<file path="config.mk">
export PLATFORM = sky130hd
export DESIGN_NAME = multicycle_ctrl
export DESIGN_NICKNAME = d
export VERILOG_FILES = /design/src/rtl/multicycle_ctrl.sv
export SDC_FILE = /design/constraint.sdc
export NUM_CORES = 1
export LEC_CHECK = 0
export BUFFER_PORTS_ARGS = -buffer_cell sky130_fd_sc_hd__buf_2
export CAP_MARGIN = 20
export CORE_UTILIZATION = 58
export CTS_CLUSTER_SIZE = 8
export DETAILED_ROUTE_END_ITERATION = 10
export GPL_ROUTABILITY_DRIVEN = 0
export PLACE_DENSITY = 0.95
export SYNTH_ARGS = -nofsm -noshare
export SYNTH_HDL_FRONTEND = slang
export SYNTH_SLANG_ARGS = --single-unit
</file>
<file path="constraint.sdc">
create_clock -name clk -period 7.6 [get_ports clk]
set_clock_uncertainty 0.1 [all_clocks]
set_input_delay 0.76 -clock clk [delete_from_list [all_inputs] [get_ports clk]]
set_output_delay 0.76 -clock clk [all_outputs]
set_load 0.02 [all_outputs]
</file>
<file path="src/rtl/multicycle_ctrl.sv">
// Main control FSM for a multi-cycle MIPS-subset CPU: steps the shared datapath
// through IF/ID/EX/MEM/WB, decodes op/funct and handles the data-memory wait handshake.
module multicycle_ctrl #(
    parameter int MEM_TIMEOUT = 16,
    parameter int CNT_W       = 32
) (
    input  logic             clk,
    input  logic             rst,
    input  logic [5:0]       op,
    input  logic [5:0]       funct,
    input  logic             zero,
    input  logic             mem_ready,
    output logic             pc_we,
    output logic             ir_we,
    output logic             reg_we,
    output logic             reg_dst,
    output logic             mem_to_reg,
    output logic             mem_re,
    output logic             mem_we,
    output logic             alu_src_a,
    output logic [1:0]       alu_src_b,
    output logic             ext_zero,
    output logic [2:0]       alu_op,
    output logic [1:0]       pc_src,
    output logic             illegal,
    output logic [3:0]       state,
    output logic [CNT_W-1:0] instr_cnt
);

    typedef enum logic [3:0] {
        S_IF   = 4'd0,  S_ID  = 4'd1,  S_EXR = 4'd2,  S_EXI = 4'd3,
        S_MADR = 4'd4,  S_MRD = 4'd5,  S_MWR = 4'd6,  S_WBR = 4'd7,
        S_WBI  = 4'd8,  S_WBL = 4'd9,  S_BEQ = 4'd10, S_JMP = 4'd11
    } state_t;

    typedef struct packed {
        logic       pc_we;
        logic       ir_we;
        logic       reg_we;
        logic       reg_dst;
        logic       mem_to_reg;
        logic       mem_re;
        logic       mem_we;
        logic       alu_src_a;
        logic [1:0] alu_src_b;
        logic       ext_zero;
        logic [2:0] alu_op;
        logic [1:0] pc_src;
    } ctrl_t;

    localparam logic [5:0] OP_RTYPE = 6'b000000;
    localparam logic [5:0] OP_J     = 6'b000010;
    localparam logic [5:0] OP_BEQ   = 6'b000100;
    localparam logic [5:0] OP_ADDIU = 6'b001001;
    localparam logic [5:0] OP_ORI   = 6'b001101;
    localparam logic [5:0] OP_LW    = 6'b100011;
    localparam logic [5:0] OP_SW    = 6'b101011;

    localparam logic [5:0] F_ADD  = 6'b100000;
    localparam logic [5:0] F_SUB  = 6'b100010;
    localparam logic [5:0] F_SUBU = 6'b100011;
    localparam logic [5:0] F_SLT  = 6'b101010;
    localparam logic [5:0] F_SLTU = 6'b101011;

    localparam logic [2:0] ALU_ADD  = 3'b000;
    localparam logic [2:0] ALU_SUB  = 3'b001;
    localparam logic [2:0] ALU_OR   = 3'b010;
    localparam logic [2:0] ALU_SLT  = 3'b011;
    localparam logic [2:0] ALU_SLTU = 3'b100;
    localparam logic [2:0] ALU_SUBU = 3'b101;

    localparam logic [3:0] WAIT_LIMIT = 4'(MEM_TIMEOUT - 1);

    state_t     cur_state;
    state_t     next_state;
    ctrl_t      ctrl_q;
    logic [3:0] wait_cnt;
    logic       retire;
    logic       illegal_c;
    logic       in_mem;

    function automatic logic funct_valid(input logic [5:0] f);
        return (f == F_ADD) || (f == F_SUB) || (f == F_SUBU) || (f == F_SLT) || (f == F_SLTU);
    endfunction

    function automatic logic [2:0] r_alu_op(input logic [5:0] f);
        case (f)
            F_SUB:   return ALU_SUB;
            F_SUBU:  return ALU_SUBU;
            F_SLT:   return ALU_SLT;
            F_SLTU:  return ALU_SLTU;
            default: return ALU_ADD;
        endcase
    endfunction

    // Control word for the state being entered; op/funct come from the stable IR.
    function automatic ctrl_t ctrl_for(input state_t s, input logic [5:0] o, input logic [5:0] f);
        ctrl_t c;
        c = '0;
        case (s)
            S_IF:   begin c.pc_we = 1'b1; c.ir_we = 1'b1; c.alu_src_b = 2'b01; end
            S_ID:   c.alu_src_b = 2'b11;
            S_EXR:  begin c.alu_src_a = 1'b1; c.alu_op = r_alu_op(f); end
            S_WBR:  begin c.reg_we = 1'b1; c.reg_dst = 1'b1; c.alu_op = r_alu_op(f); end
            S_EXI:  begin
                c.alu_src_a = 1'b1;
                c.alu_src_b = 2'b10;
                c.ext_zero  = (o == OP_ORI);
                c.alu_op    = (o == OP_ORI) ? ALU_OR : ALU_ADD;
            end
            S_WBI:  c.reg_we = 1'b1;
            S_MADR: begin c.alu_src_a = 1'b1; c.alu_src_b = 2'b10; end
            S_MRD:  c.mem_re = 1'b1;
            S_MWR:  c.mem_we = 1'b1;
            S_WBL:  begin c.reg_we = 1'b1; c.mem_to_reg = 1'b1; end
            S_BEQ:  begin c.alu_src_a = 1'b1; c.alu_op = ALU_SUB; c.pc_src = 2'b01; end
            S_JMP:  begin c.pc_we = 1'b1; c.pc_src = 2'b10; end
            default: ;
        endcase
        return c;
    endfunction

    assign in_mem = (cur_state == S_MRD) || (cur_state == S_MWR);

    // NOTE: every always_comb output gets a default first so no latch is inferred.
    always_comb begin
        next_state = cur_state;
        retire     = 1'b0;
        illegal_c  = 1'b0;
        case (cur_state)
            S_IF: next_state = S_ID;
            S_ID: begin
                next_state = S_IF;
                case (op)
                    OP_RTYPE: begin
                        if (funct == 6'b000000)   retire = 1'b1;
                        else if (funct_valid(funct)) next_state = S_EXR;
                        else                      illegal_c = 1'b1;
                    end
                    OP_ORI, OP_ADDIU: next_state = S_EXI;
                    OP_LW, OP_SW:     next_state = S_MADR;
                    OP_BEQ:           next_state = S_BEQ;
                    OP_J:             next_state = S_JMP;
                    default:          illegal_c = 1'b1;
                endcase
            end
            S_EXR:  next_state = S_WBR;
            S_EXI:  next_state = S_WBI;
            S_MADR: next_state = (op == OP_LW) ? S_MRD : S_MWR;
            S_MRD, S_MWR: begin
                if (mem_ready) begin
                    next_state = (cur_state == S_MRD) ? S_WBL : S_IF;
                    retire     = (cur_state == S_MWR);
                end else if (wait_cnt == WAIT_LIMIT) begin
                    next_state = S_IF;
                    illegal_c  = 1'b1;
                end
            end
            S_WBR, S_WBI, S_WBL, S_BEQ, S_JMP: begin
                next_state = S_IF;
                retire     = 1'b1;
            end
            default: next_state = S_IF;
        endcase
    end

    // NOTE: sequential state uses non-blocking assignments only.
    always_ff @(posedge clk) begin
        if (rst) begin
            cur_state <= S_IF;
            ctrl_q    <= ctrl_for(S_IF, op, funct);
            wait_cnt  <= '0;
            instr_cnt <= '0;
        end else begin
            cur_state <= next_state;
            ctrl_q    <= ctrl_for(next_state, op, funct);
            wait_cnt  <= (in_mem && next_state == cur_state) ? wait_cnt + 4'd1 : 4'd0;
            if (retire) instr_cnt <= instr_cnt + CNT_W'(1);
        end
    end

    // Write strobes are gated by rst so nothing is committed during a reset cycle.
    assign pc_we      = ~rst & ((cur_state == S_BEQ) ? zero : ctrl_q.pc_we);
    assign ir_we      = ~rst & ctrl_q.ir_we;
    assign reg_we     = ~rst & ctrl_q.reg_we;
    assign mem_re     = ~rst & ctrl_q.mem_re;
    assign mem_we     = ~rst & ctrl_q.mem_we;
    assign illegal    = ~rst & illegal_c;
    assign reg_dst    = ctrl_q.reg_dst;
    assign mem_to_reg = ctrl_q.mem_to_reg;
    assign alu_src_a  = ctrl_q.alu_src_a;
    assign alu_src_b  = ctrl_q.alu_src_b;
    assign ext_zero   = ctrl_q.ext_zero;
    assign alu_op     = ctrl_q.alu_op;
    assign pc_src     = ctrl_q.pc_src;
    assign state      = cur_state;

endmodule
</file>
# Word-level counts from Yosys, hierarchy flattened
# Index checks and enable logic that the tools add are counted.
# op_classes
add_sub_neg	2
eq_ne	35
n_mux	32
bitwise	9
n_reduce_logical	22
# ops
operator	n
equality test 6 bit (second input constant)	7
equality test 4 bit (second input constant)	9
adder 32 x 1 -> 32 bit (second input constant)	1
equality test 4 x 3 -> 1 bit (second input constant)	8
one-hot mux 4 bit (6 select lines)	1
one-hot mux 4 bit (5 select lines)	1
equality test 4 x 2 -> 1 bit (second input constant)	4
two-way mux 1 bit	16
OR reduction 2 bit	8
equality test 6 x 4 -> 1 bit (second input constant)	2
zero test 6 bit	2
two-way mux 4 bit	3
one-hot mux 3 bit (4 select lines)	1
one-hot mux 3 bit (3 select lines)	1
equality test 4 x 1 -> 1 bit (second input constant)	2
zero test 4 bit	2
two-way mux 2 bit	4
bitwise AND 1 bit	6
equality test 6 x 2 -> 1 bit (second input constant)	1
equality test 6 x 3 -> 1 bit (second input constant)	1
one-hot mux 2 bit (3 select lines)	1
OR reduction 6 bit	1
logical OR 1 bit	5
OR reduction 5 bit	1
9 further kinds	12
# word_totals
ff_bits	56
input_bits	16
output_inout_bits	53

# Logic depth before layout (Yosys ltp)
# Gate-level depths: netlist of the first run.
# depth
depth_word	13
depth_mapped	8
mapped_depth_nobuf	7

# Worst setup path before layout of the first run
# OpenSTA, ideal clock, no wires.
# synth_timing
kind	input to output
startpoint	in op[5]
endpoint	out illegal
t_arrival_ns	2.044
t_required_ns	6.740
setup_slack_ns	4.696
stages	6
path_buffers	1
cell_sequence	clkbuf_1 or3_1 nor4_1 a211oi_1 a2bb2oi_1 nor2_1
# synth_via
elab_chain_cells	5
elab_cells_between_ends	11
# synth_lines
element	line	source
from (decl)	9	input logic [5:0] op,
equality test 6 bit (tied with other cells)	134	case (op)
OR reduction 6 bit (no line)	-	
one-hot mux 1 bit (2 select lines) (*)	134	
one-hot mux 1 bit (2 select lines) (*)	130	case (cur_state)
bitwise AND 1 bit (*)	188	assign illegal = ~rst & illegal_c;
to (decl)	25	output logic illegal,
# Mark *: on every way between the ends. The rest lies on a longest branch, timed or not.

# Final worst setup path of the first run
# layout_timing
startpoint	in funct[0]
endpoint	out illegal
# layout_via
elab_chain_cells	10
elab_cells_between_ends	15
# layout_lines
element	line	source
from (decl)	10	input logic [5:0] funct,
equality test 6 bit	83	return (f == F_ADD) || (f == F_SUB) || (f == F_SUBU) || (f == F_SLT) || (f == F_SLTU);
logical OR 1 bit (4 in a row)	83	
two-way mux 1 bit	137	else if (funct_valid(funct)) next_state = S_EXR;
two-way mux 1 bit (*)	136	if (funct == 6'b000000) retire = 1'b1;
one-hot mux 1 bit (2 select lines) (*)	134	
one-hot mux 1 bit (2 select lines) (*)	130	
bitwise AND 1 bit (*)	188	
# Marked as above.

==> metrics.txt, run 1 <==
run status completed; total power 562 uW; maximum buffer depth of the clock tree 2; drt pass-1 iters 4; Post-CTS Hold Fix Bufs 0; total power divided by cell area 171 nW/um^2; share of cells above drive strength 1 23.4%; Iter 0 DRT Violations 169; clk root buf clkbuf_8; max reg flops 32; top cell type's share of synthesized area 38.8%; Initial Utilization 60.7%; top_reg_cell synth dfxtp_1; Syn Area/Cell 8.51 sq um; Final Hold Vio Count 0; Top reg by flops instr_cnt; vias 2541; crit-path leading delay family simple AND/OR/NAND/NOR gates; cells after synthesis 339; Cell Area, Synth 2890 sq um; EDFF count, synth 0; GRT Total Usage 23.7%; Yosys reg bits 56; num ports 69; Hold Worst Slack 0.365 ns; period utilization 44.7%; die width 72.5 microns; Crit Path Category in2out; vias per cell 5.57; biggest regs instr_cnt x32, ctrl_q x5; Post-DRT Antenna Nets 0; Yosys cell types 54; Final min period 3.40 ns; slowest stage delay, CP 0.51 ns; Syn Nets 357; gr ovfl total 0; Crit path required time 6.74 ns; worst slew pin tran 0.891 ns; first-pass GRT wire length 10100 microns; largest net degree at the start of global routing 49; CTS H-tree lvls 2; area grow syn2layout 14.0%; Fmax achieved 295 MHz; Arr. time, crit path 2.54 ns; Max rail drop VDD 0.000121 V; Max FO, Critical Path 5; Relative slew margins 40.5%; Port Buffers 68; nets 406; hold crit path type reg2reg; Crit. End Element primary output; slowest cell on the critical path or4_1; Maximum Capacitance Violations 0; Clock Latency Late Sink 0.30 ns; Final setup viols 0; post-DP HPWL 4140 microns; Routed wire per std cell 13.0 microns; RSZ-0062 raised after global routing false; Synth area leader dfxtp_1; placeable core region 4750 sq um; Resized cells post-CTS 0; Clock Sinks 56; Worst-path clk slew 0.09 ns; register area share after synthesis 38.8%; Pins Over Slew Limit 0; number of setup buffers added after CTS 0; post-synthesis async set-or-reset flop share 0%; ranking of synthesized cells by area dfxtp_1 (39%), xnor2_1 (9.7%), nor2_1 (7.3%), nor4_1 (3.3%), nand3_1 (2.6%); WP buf/inv 2; routed wire length 5910 microns; YS warnings 0; die area 5260 sq um; initial antenna violation count 0; Leak Pwr 1.32 nW; number of global-route vias before repair 2316; total CTS buffers 5; Diodes inserted 0; Post-route DRC 0; CP dominant cell by count buf_2; die height 72.5 microns; final setup TNS 0 ns; CTS tree done; Std-Cell Rows 25; crit path cell chain buf_2 > or4_1 > nor3_1 > a31oi_1 > a211oi_1 > a2bb2oi_1 > nor2_1 > buf_2; Critical Path Source Type primary input
-- cell usage after synthesis (all sizes together) (5+ instances only) --
| cell | count |
|---|---|
| nand3 | 15 |
| nand4 | 5 |
| xnor2 | 32 |
| o21ai | 7 |
| nor4b | 5 |
| clkbuf | 15 |
| inv | 11 |
| buf | 12 |
| dfxtp | 56 |
| nor3 | 11 |
| nor2b | 8 |
| nor2 | 56 |
| nor4 | 20 |
| nand2 | 17 |
| nand2b | 7 |
-- through the flow --
step                      utilization [%]  instances  area, sq um  setup slack, ns
after floorplan                         -        339         2890             4.70
after global placement               67.3        448         3200             4.29
after detailed placement             67.3        448         3200             4.22
after CTS                            69.2        456         3290             4.21
after global routing                 69.2        456         3290             4.01
final                                69.2        456         3290             4.20
-- power breakdown --
| part | total, mW | switching (mW) | internal (mW) |
|---|---|---|---|
| clock | 0.165 | 0.0907 | 0.0742 |
| sequential | 0.310 | 0.00879 | 0.301 |
| combinational | 0.0870 | 0.0555 | 0.0315 |
| total | 0.562 | 0.155 | 0.407 |
-- kinds of logic after synthesis --
logic type / Yosys count / share of synthesized area (%)
DFF: 56 / 38.8
xor gates and xnor gates: 34 / 10.3
muxes: 3 / 1.08
and+or+nand+nor: 171 / 34.5
AOI/OAI and AO/OA: 35 / 8.24
adders and majority gates: 2 / 0.867
buffers and inverters: 38 / 6.20
-- metal layers --
layer,vias up,GRT usage (%),wire (microns)
met1,1176,29.7,2720
met3,4,5.14,292
met2,78,40.3,2850
met4,0,8.06,46
met5,-,0,0
li1,1283,-,-
-- path summary, 6_finish.rpt --
kind / start / to / slack (ns) / cells after the start
worst min-delay path: wait_cnt[0] / wait_cnt[0] / 0.36 / 1
worst max register to register: state[1] / instr_cnt[13] / 4.82 / 6
worst max-delay path: funct[0] / illegal / 4.20 / 8
worst min register to register: wait_cnt[0] / wait_cnt[0] / 0.36 / 1
-- area by class of cell --
type	instances	area, sq um
Timing Repair Buffer	69	348
Clock inverter	1	7.51
Inverter	11	41.3
Sequential cell	56	1120
Fill cell	385	1460
Tap cell	67	83.8
Multi-Input combinational cell	245	1600
Clock buffer	7	86.3
-- layout by cell type (no fill, tap or decap), types with 2 or more instances in the layout --
| master | instances |
|---|---|
| dfxtp_1 | 56 |
| a21oi_1 | 4 |
| and3b_1 | 2 |
| nor2_1 | 56 |
| nand3_1 | 15 |
| a211oi_1 | 4 |
| nand4_1 | 4 |
| nor4b_1 | 3 |
| nand3b_1 | 3 |
| buf_2 | 68 |
| mux2i_1 | 2 |
| nor4_4 | 2 |
| nor4_1 | 15 |
| or3_1 | 3 |
| xor2_1 | 2 |
| clkbuf_8 | 6 |
| nor2b_1 | 8 |
| or4_1 | 3 |
| o21ai_0 | 7 |
| or2_2 | 2 |
| xnor2_1 | 32 |
| ha_1 | 2 |
| and3_1 | 4 |
| o211ai_1 | 2 |
| nor3_1 | 10 |
| nand2_1 | 17 |
| o2111ai_1 | 2 |
| nand2b_1 | 7 |
| nor4b_4 | 2 |
| inv_1 | 11 |
| nand4b_1 | 3 |
| a31oi_1 | 4 |
| nor4_2 | 3 |
| nor3b_1 | 2 |
| o311ai_0 | 2 |
| o22ai_1 | 3 |
Note: power is estimated with default switching activity, not from simulation.
==> inputs of run 2 (changes only) <==
--- a/config.mk
+++ b/config.mk
@@ -5,13 +5,14 @@
 export SDC_FILE = /design/constraint.sdc
 export NUM_CORES = 1
 export LEC_CHECK = 0
+export ABC_AREA = 1
 export BUFFER_PORTS_ARGS = -buffer_cell sky130_fd_sc_hd__buf_2
 export CAP_MARGIN = 20
-export CORE_UTILIZATION = 58
+export CORE_UTILIZATION = 49
 export CTS_CLUSTER_SIZE = 8
 export DETAILED_ROUTE_END_ITERATION = 10
 export GPL_ROUTABILITY_DRIVEN = 0
-export PLACE_DENSITY = 0.95
+export PLACE_DENSITY = 0.88
 export SYNTH_ARGS = -nofsm -noshare
 export SYNTH_HDL_FRONTEND = slang
 export SYNTH_SLANG_ARGS = --single-unit
==> constraint.sdc (replaced) <==
create_clock -name clk -period 2.9 [get_ports clk]
set_clock_uncertainty 0.1 [all_clocks]
set_input_delay 0.29 -clock clk [delete_from_list [all_inputs] [get_ports clk]]
set_output_delay 0.29 -clock clk [all_outputs]
set_load 0.02 [all_outputs]
==> metrics.txt, run 2 <==
Std-Cell Rows 28 (+12%); GRT Total Usage 25.4% (+1.7 points); cells after synthesis 481 (+42%); total power divided by cell area 394 nW/um^2 (+130%); Resized cells post-CTS 0 (unchanged); maximum buffer depth of the clock tree 2 (unchanged); Simple-Gate Fraction of Synth Area 39.7% (+5.2 points); Synth Area in Compound Gates 8.04% (-0.20 points); fin cells 617 (+35%); Reg-to-Reg End instr_cnt[21]; Adder-Cell Fraction of Synth Area 0.796% (-0.071 points); worst flop-to-flop path startpoint state[1]; Maximum Capacitance Violations 0 (unchanged); area grow syn2layout 13.9%; max reg flops 32 (unchanged); Top reg by flops instr_cnt; die width 82.1 microns (+13%); Yosys cell types 30 (-44%); vias 3344 (+32%); Pins Over Slew Limit 0 (unchanged); PnR worst setup slack 0.719 ns (-3.49 ns); worst-case reg-to-reg path depth 11 (+5); first-pass GRT wire length 13200 microns (+31%); Post-DRT Antenna Nets 0 (unchanged); main combinational cell family by area after synthesis simple AND/OR/NAND/NOR gates; start point of the worst hold path funct[0]; placeable core region 6060 sq um (+27%); number of global-route vias before repair 2985 (+29%); share of cells above drive strength 1 17.0% (-6.4 points); Fmax achieved 458 MHz; clk root buf clkbuf_8; Leak Pwr 1.67 nW (+27%); die area 6740 sq um (+28%); Initial Utilization 51.9% (-8.8 points); Worst Setup SP state[2]; Final setup viols 0 (unchanged); EDFF count, synth 0 (unchanged); Post-route DRC 0 (unchanged); register area share after synthesis 35.6% (-3.2 points); # placed instances 609 (+36%); Port Buffers 68 (unchanged); Critical Path Source Type flop; final setup TNS 0 ns (unchanged); CTS H-tree lvls 2 (unchanged); die height 82.1 microns (+13%); Cell Area, Synth 3150 sq um (+9.0%); post-synthesis mux area share 0% (-1.1 points); count leader, synth nand2_1; worst slew pin tran 0.720 ns (-0.171 ns); routed wire length 8010 microns (+36%); Crit. End Element primary output; Iter 0 DRT Violations 238 (+41%); Crit path required time 2.51 ns (-4.23 ns); most common cell after layout, fill and taps aside nand2_1; most frequent cells in the layout nand2_1 (113), nor2_1 (74), buf_2 (68); dpl ws 0.874 ns (-3.35 ns); Max rail drop VDD 0.000258 V (+110%); Routed wire per std cell 13.0 microns (+0.28%); Syn Area/Cell 6.54 sq um (-23%); Post-synth top cells nand2_1 (113), nor2_1 (74), inv_1 (60), dfxtp_1 (56), nand3_1 (37); Yosys reg bits 56 (unchanged); Clock Latency Late Sink 0.33 ns (+0.03 ns); vias per cell 5.42 (-2.7%); biggest regs instr_cnt x32, ctrl_q x5; hold crit path type in2reg; post-DP HPWL 6000 microns (+45%); R2R setup slack 0.81 ns (-4.01 ns); Diodes inserted 0 (unchanged); Syn Nets 499 (+40%); Arr. time, crit path 1.79 ns (-0.75 ns); Crit Path Category reg2out; Worst-path clk slew 0.10 ns (about the same); Cell Area, Placed 3480 sq um (+8.9%); Max FO, Critical Path 4 (-1); Synth area leader dfxtp_1; drt pass-1 iters 6 (+2); num ports 69 (unchanged); Relative slew margins 51.6% (+11 points); period utilization 75.2%; Final min period 2.18 ns; post-synthesis async set-or-reset flop share 0% (unchanged); initial antenna violation count 0 (unchanged); Clock Sinks 56 (unchanged); RSZ-0062 raised after global routing false; gr ovfl total 0 (unchanged); CTS tree done; run status completed; number of setup buffers added after CTS 0 (unchanged); top cell type's share of synthesized area 35.6% (-3.2 points); top_reg_cell synth dfxtp_1; Final Cell Area 3580 sq um (+8.9%); YS warnings 0 (unchanged); Final Hold Vio Count 0 (unchanged); Post-CTS Hold Fix Bufs 0 (unchanged); ranking of synthesized cells by area dfxtp_1 (36%), nand2_1 (13%), nor2_1 (8.8%), inv_1 (7.2%), nand3_1 (5.9%); nets 559 (+38%); largest net degree at the start of global routing 37 (-24%); worst setup path end illegal; total CTS buffers 5 (unchanged); xor and xnor area share after synthesis 5.01% (-5.3 points)
[run 2: cell types whose count changed in the layout (fill, tap and decap cells not counted), moves of 9 or more]
cell	previous run	this run
xnor2_1	32	6
xor2_1	2	12
inv_1	11	60
nor2_1	56	74
nor3_1	10	19
nor4_1	15	5
nand2_1	17	113
nand3_1	15	37
a21oi_1	4	33
[run 2: through the flow]
stage	hold WS (ns)	power, mW	utilization (%)
after detailed placement	0.344	0.945	57.5
after global placement	0.329	0.940	57.5
final	0.190	1.41	59.1
after CTS	0.193	1.41	59.1
after floorplan	0.318	0.905	-
after global routing	0.201	1.46	59.1
[run 2: cell families (layout without fill, tap and decap cells)]
kind of cell,Yosys count,after routing
adder cells (fa/ha/maj),2,2
AO/OA/AOI/OAI,50,50
flip-flops,56,56
XOR/XNOR,18,18
buffers and inverters,79,140
AND/OR/NAND/NOR,276,276
[run 2: layer usage]
layer | routed length, microns | part of all wire, % | track usage [%]
met1 | 3540 | 44 | 32.2
met2 | 3610 | 45 | 40.8
met3 | 627 | 7.8 | 4.18
met4 | 235 | 2.9 | 13.9
met5 | 0 | 0 | 0
[run 2: final cells by class]
type / count / area [sq um]
fill: 586 / 2480
multi-input combinational: 346 / 1680
sequential: 56 / 1120
timing repair buffer: 69 / 348
inverter: 63 / 236
tap: 75 / 93.8
clock buffer: 6 / 82.6
clock inverter: 2 / 18.8
[run 2: report_power, final]
group	internal, mW	total, mW	switching (mW)
logic	0.0427	0.140	0.0978
registers	0.781	0.790	0.00840
clock network	0.200	0.480	0.280
total	1.02	1.41	0.386
[run 2: worst max-delay path, cell delays in order (launching register included)]
cell and delay [ns]:
dfxtp_1 0.39, inv_1 0.10, nor2_1 0.22, nand3_1 0.19
nand2_1 0.16, nand3_1 0.09, a21oi_1 0.14, buf_2 0.18
[run 2: worst min path at each step]
stage / to / slack (ns) / cells past startpoint
after floorplan: wait_cnt[0] / 0.32 / 1
after global placement: wait_cnt[0] / 0.33 / 1
after detailed placement: wait_cnt[0] / 0.34 / 1
after CTS: alu_op[1] / 0.19 / 4
after global routing: alu_op[1] / 0.20 / 4
final: alu_op[1] / 0.19 / 4
==> inputs of run 3 (changes only) <==
==> constraint.sdc (replaced) <==
create_clock -name clk -period 1.8 [get_ports clk]
set_clock_uncertainty 0.1 [all_clocks]
set_input_delay 0.18 -clock clk [delete_from_list [all_inputs] [get_ports clk]]
set_output_delay 0.18 -clock clk [all_outputs]
set_load 0.02 [all_outputs]
==> metrics.txt, run 3 (synthesized netlist as in run 2, its figures left out) <==
run status finished with violations; failing checks negative setup slack; Worst-path clk slew 0.11 ns (about the same); Diodes inserted 0 (unchanged); clk root buf clkbuf_8; Routed wire per std cell 14.5 microns (+11%); GRT Total Usage 25.9% (+0.56 points); total CTS buffers 5 (unchanged); # placed instances 633 (+3.9%); PnR worst setup slack -0.0195 ns (-0.738 ns); Clock Sinks 56 (unchanged); CTS H-tree lvls 2 (unchanged); total power 2.42 mW (+72%); Final min period 1.82 ns; Max FO, Critical Path 5 (+1); vias per cell 5.66 (+4.5%); vias 3669 (+9.7%); Crit path required time 1.52 ns (-0.99 ns); placeable core region 6060 sq um (unchanged); Final Hold Vio Count 0 (unchanged); Leak Pwr 1.87 nW (+12%); first-pass GRT wire length 13600 microns (+2.8%); Top reg by flops instr_cnt; Clock Latency Late Sink 0.32 ns (about the same); Post-CTS Hold Fix Bufs 0 (unchanged); Crit Path Category reg2out; die area 6740 sq um (unchanged); area grow syn2layout 29.3%; largest net degree at the start of global routing 20 (-46%); Max rail drop VDD 0.000374 V (+45%); total power divided by cell area 595 nW/um^2 (+51%); nets 590 (+5.5%); max reg flops 32 (unchanged); Post-route DRC 0 (unchanged); Fmax achieved 550 MHz; most common cell after layout, fill and taps aside nand2_1; Pins Over Slew Limit 0 (unchanged); Final setup viols 3 (+3); Maximum Capacitance Violations 0 (unchanged); biggest regs instr_cnt x32, ctrl_q x5; initial antenna violation count 0 (unchanged); die width 82.1 microns (unchanged); die height 82.1 microns (unchanged); fin cells 648 (+5.0%); drt pass-1 iters 5 (-1); worst slew pin tran 0.325 ns (-0.395 ns); Crit. End Element primary output; Arr. time, crit path 1.54 ns (-0.25 ns); Post-DRT Antenna Nets 0 (unchanged); most frequent cells in the layout nand2_1 (106), buf_2 (67), nor2_1 (63); CTS tree done; gr ovfl total 0 (unchanged); Port Buffers 68 (unchanged); routed wire length 9380 microns (+17%); Initial Utilization 51.9% (unchanged); share of cells above drive strength 1 31.4% (+14 points); Iter 0 DRT Violations 512 (+120%); Std-Cell Rows 28 (unchanged); period utilization 101%; Critical Path Source Type flop; number of global-route vias before repair 3074 (+3.0%); num ports 69 (unchanged); RSZ-0062 raised after global routing true; post-DP HPWL 6310 microns (+5.2%); hold crit path type in2reg; Relative slew margins 78.2% (+27 points); maximum buffer depth of the clock tree 2 (unchanged)
-- run 3: cell count changes in the layout (fill, tap and decap cells not counted), sizes merged --
| cell | before | now |
|---|---|---|
| buf | 69 | 100 |
| bufinv | 0 | 1 |
| clkbuf | 6 | 5 |
-- run 3: through the flow --
stage	setup WS [ns]	util [%]	setup TNS (ns)	instance area, sq um	hold WS, ns
final	-0.0195	67.1	-0.0278	4070	0.0472
after global routing	-0.121	67.1	-0.914	4070	0.0492
after CTS	-0.0457	63.1	-0.0457	3820	0.0605
after detailed placement	-0.0771	60.4	-0.371	3660	0.347
after global placement	0.0278	60.4	0	3660	0.330
after floorplan	0.0188	-	0	3150	0.253
-- run 3: what timing repair did --
item / in CTS / in global routing
setup buffers: 3 / 4
pin swaps: 1 / 9
resized for setup: 9 / 71
setup endpoints to repair: 15 / 44
-- run 3: power breakdown --
group | switching (mW) | internal, mW
logic | 0.192 | 0.0996
registers | 0.0109 | 1.26
clock network | 0.443 | 0.420
total | 0.646 | 1.77
-- run 3: metal layers --
metal	vias up	wire length [microns]	part of all wire, %	global-route usage, %
li1	1711	-	-	-
met1	1658	3820	41	34.0
met2	251	4410	47	42.8
met3	49	856	9.1	4.51
met4	0	294	3.1	8.77
met5	-	0	0	0
-- run 3: worst paths after layout --
| check | startpoint | to | slack (ns) | cells after the start |
|---|---|---|---|---|
| setup / recovery | state[3] | illegal | -0.02 | 6 |
| hold reg to reg | instr_cnt[4] | instr_cnt[4] | 0.39 | 2 |
| hold / removal | rst | alu_op[1] | 0.05 | 2 |
| setup reg to reg | wait_cnt[0] | alu_src_b[1] | -0.01 | 12 |
-- run 3: area by class of cell --
type | count | area [sq um]
well taps | 75 | 93.8
repair buffers | 100 | 591
inverters | 63 | 241
clock inverters | 3 | 46.3
fillers | 472 | 1990
multi-input cells | 346 | 1880
flip-flops and latches | 56 | 1150
clock buffers | 5 | 68.8
-- run 3: worst max-delay path: stages (launching register included) --
cell and delay [ns]:
dfxtp_4 0.39, nor2_4 0.09, inv_2 0.06, nor3_4 0.26, nand3_2 0.12, a21oi_2 0.17
buf_6 0.13
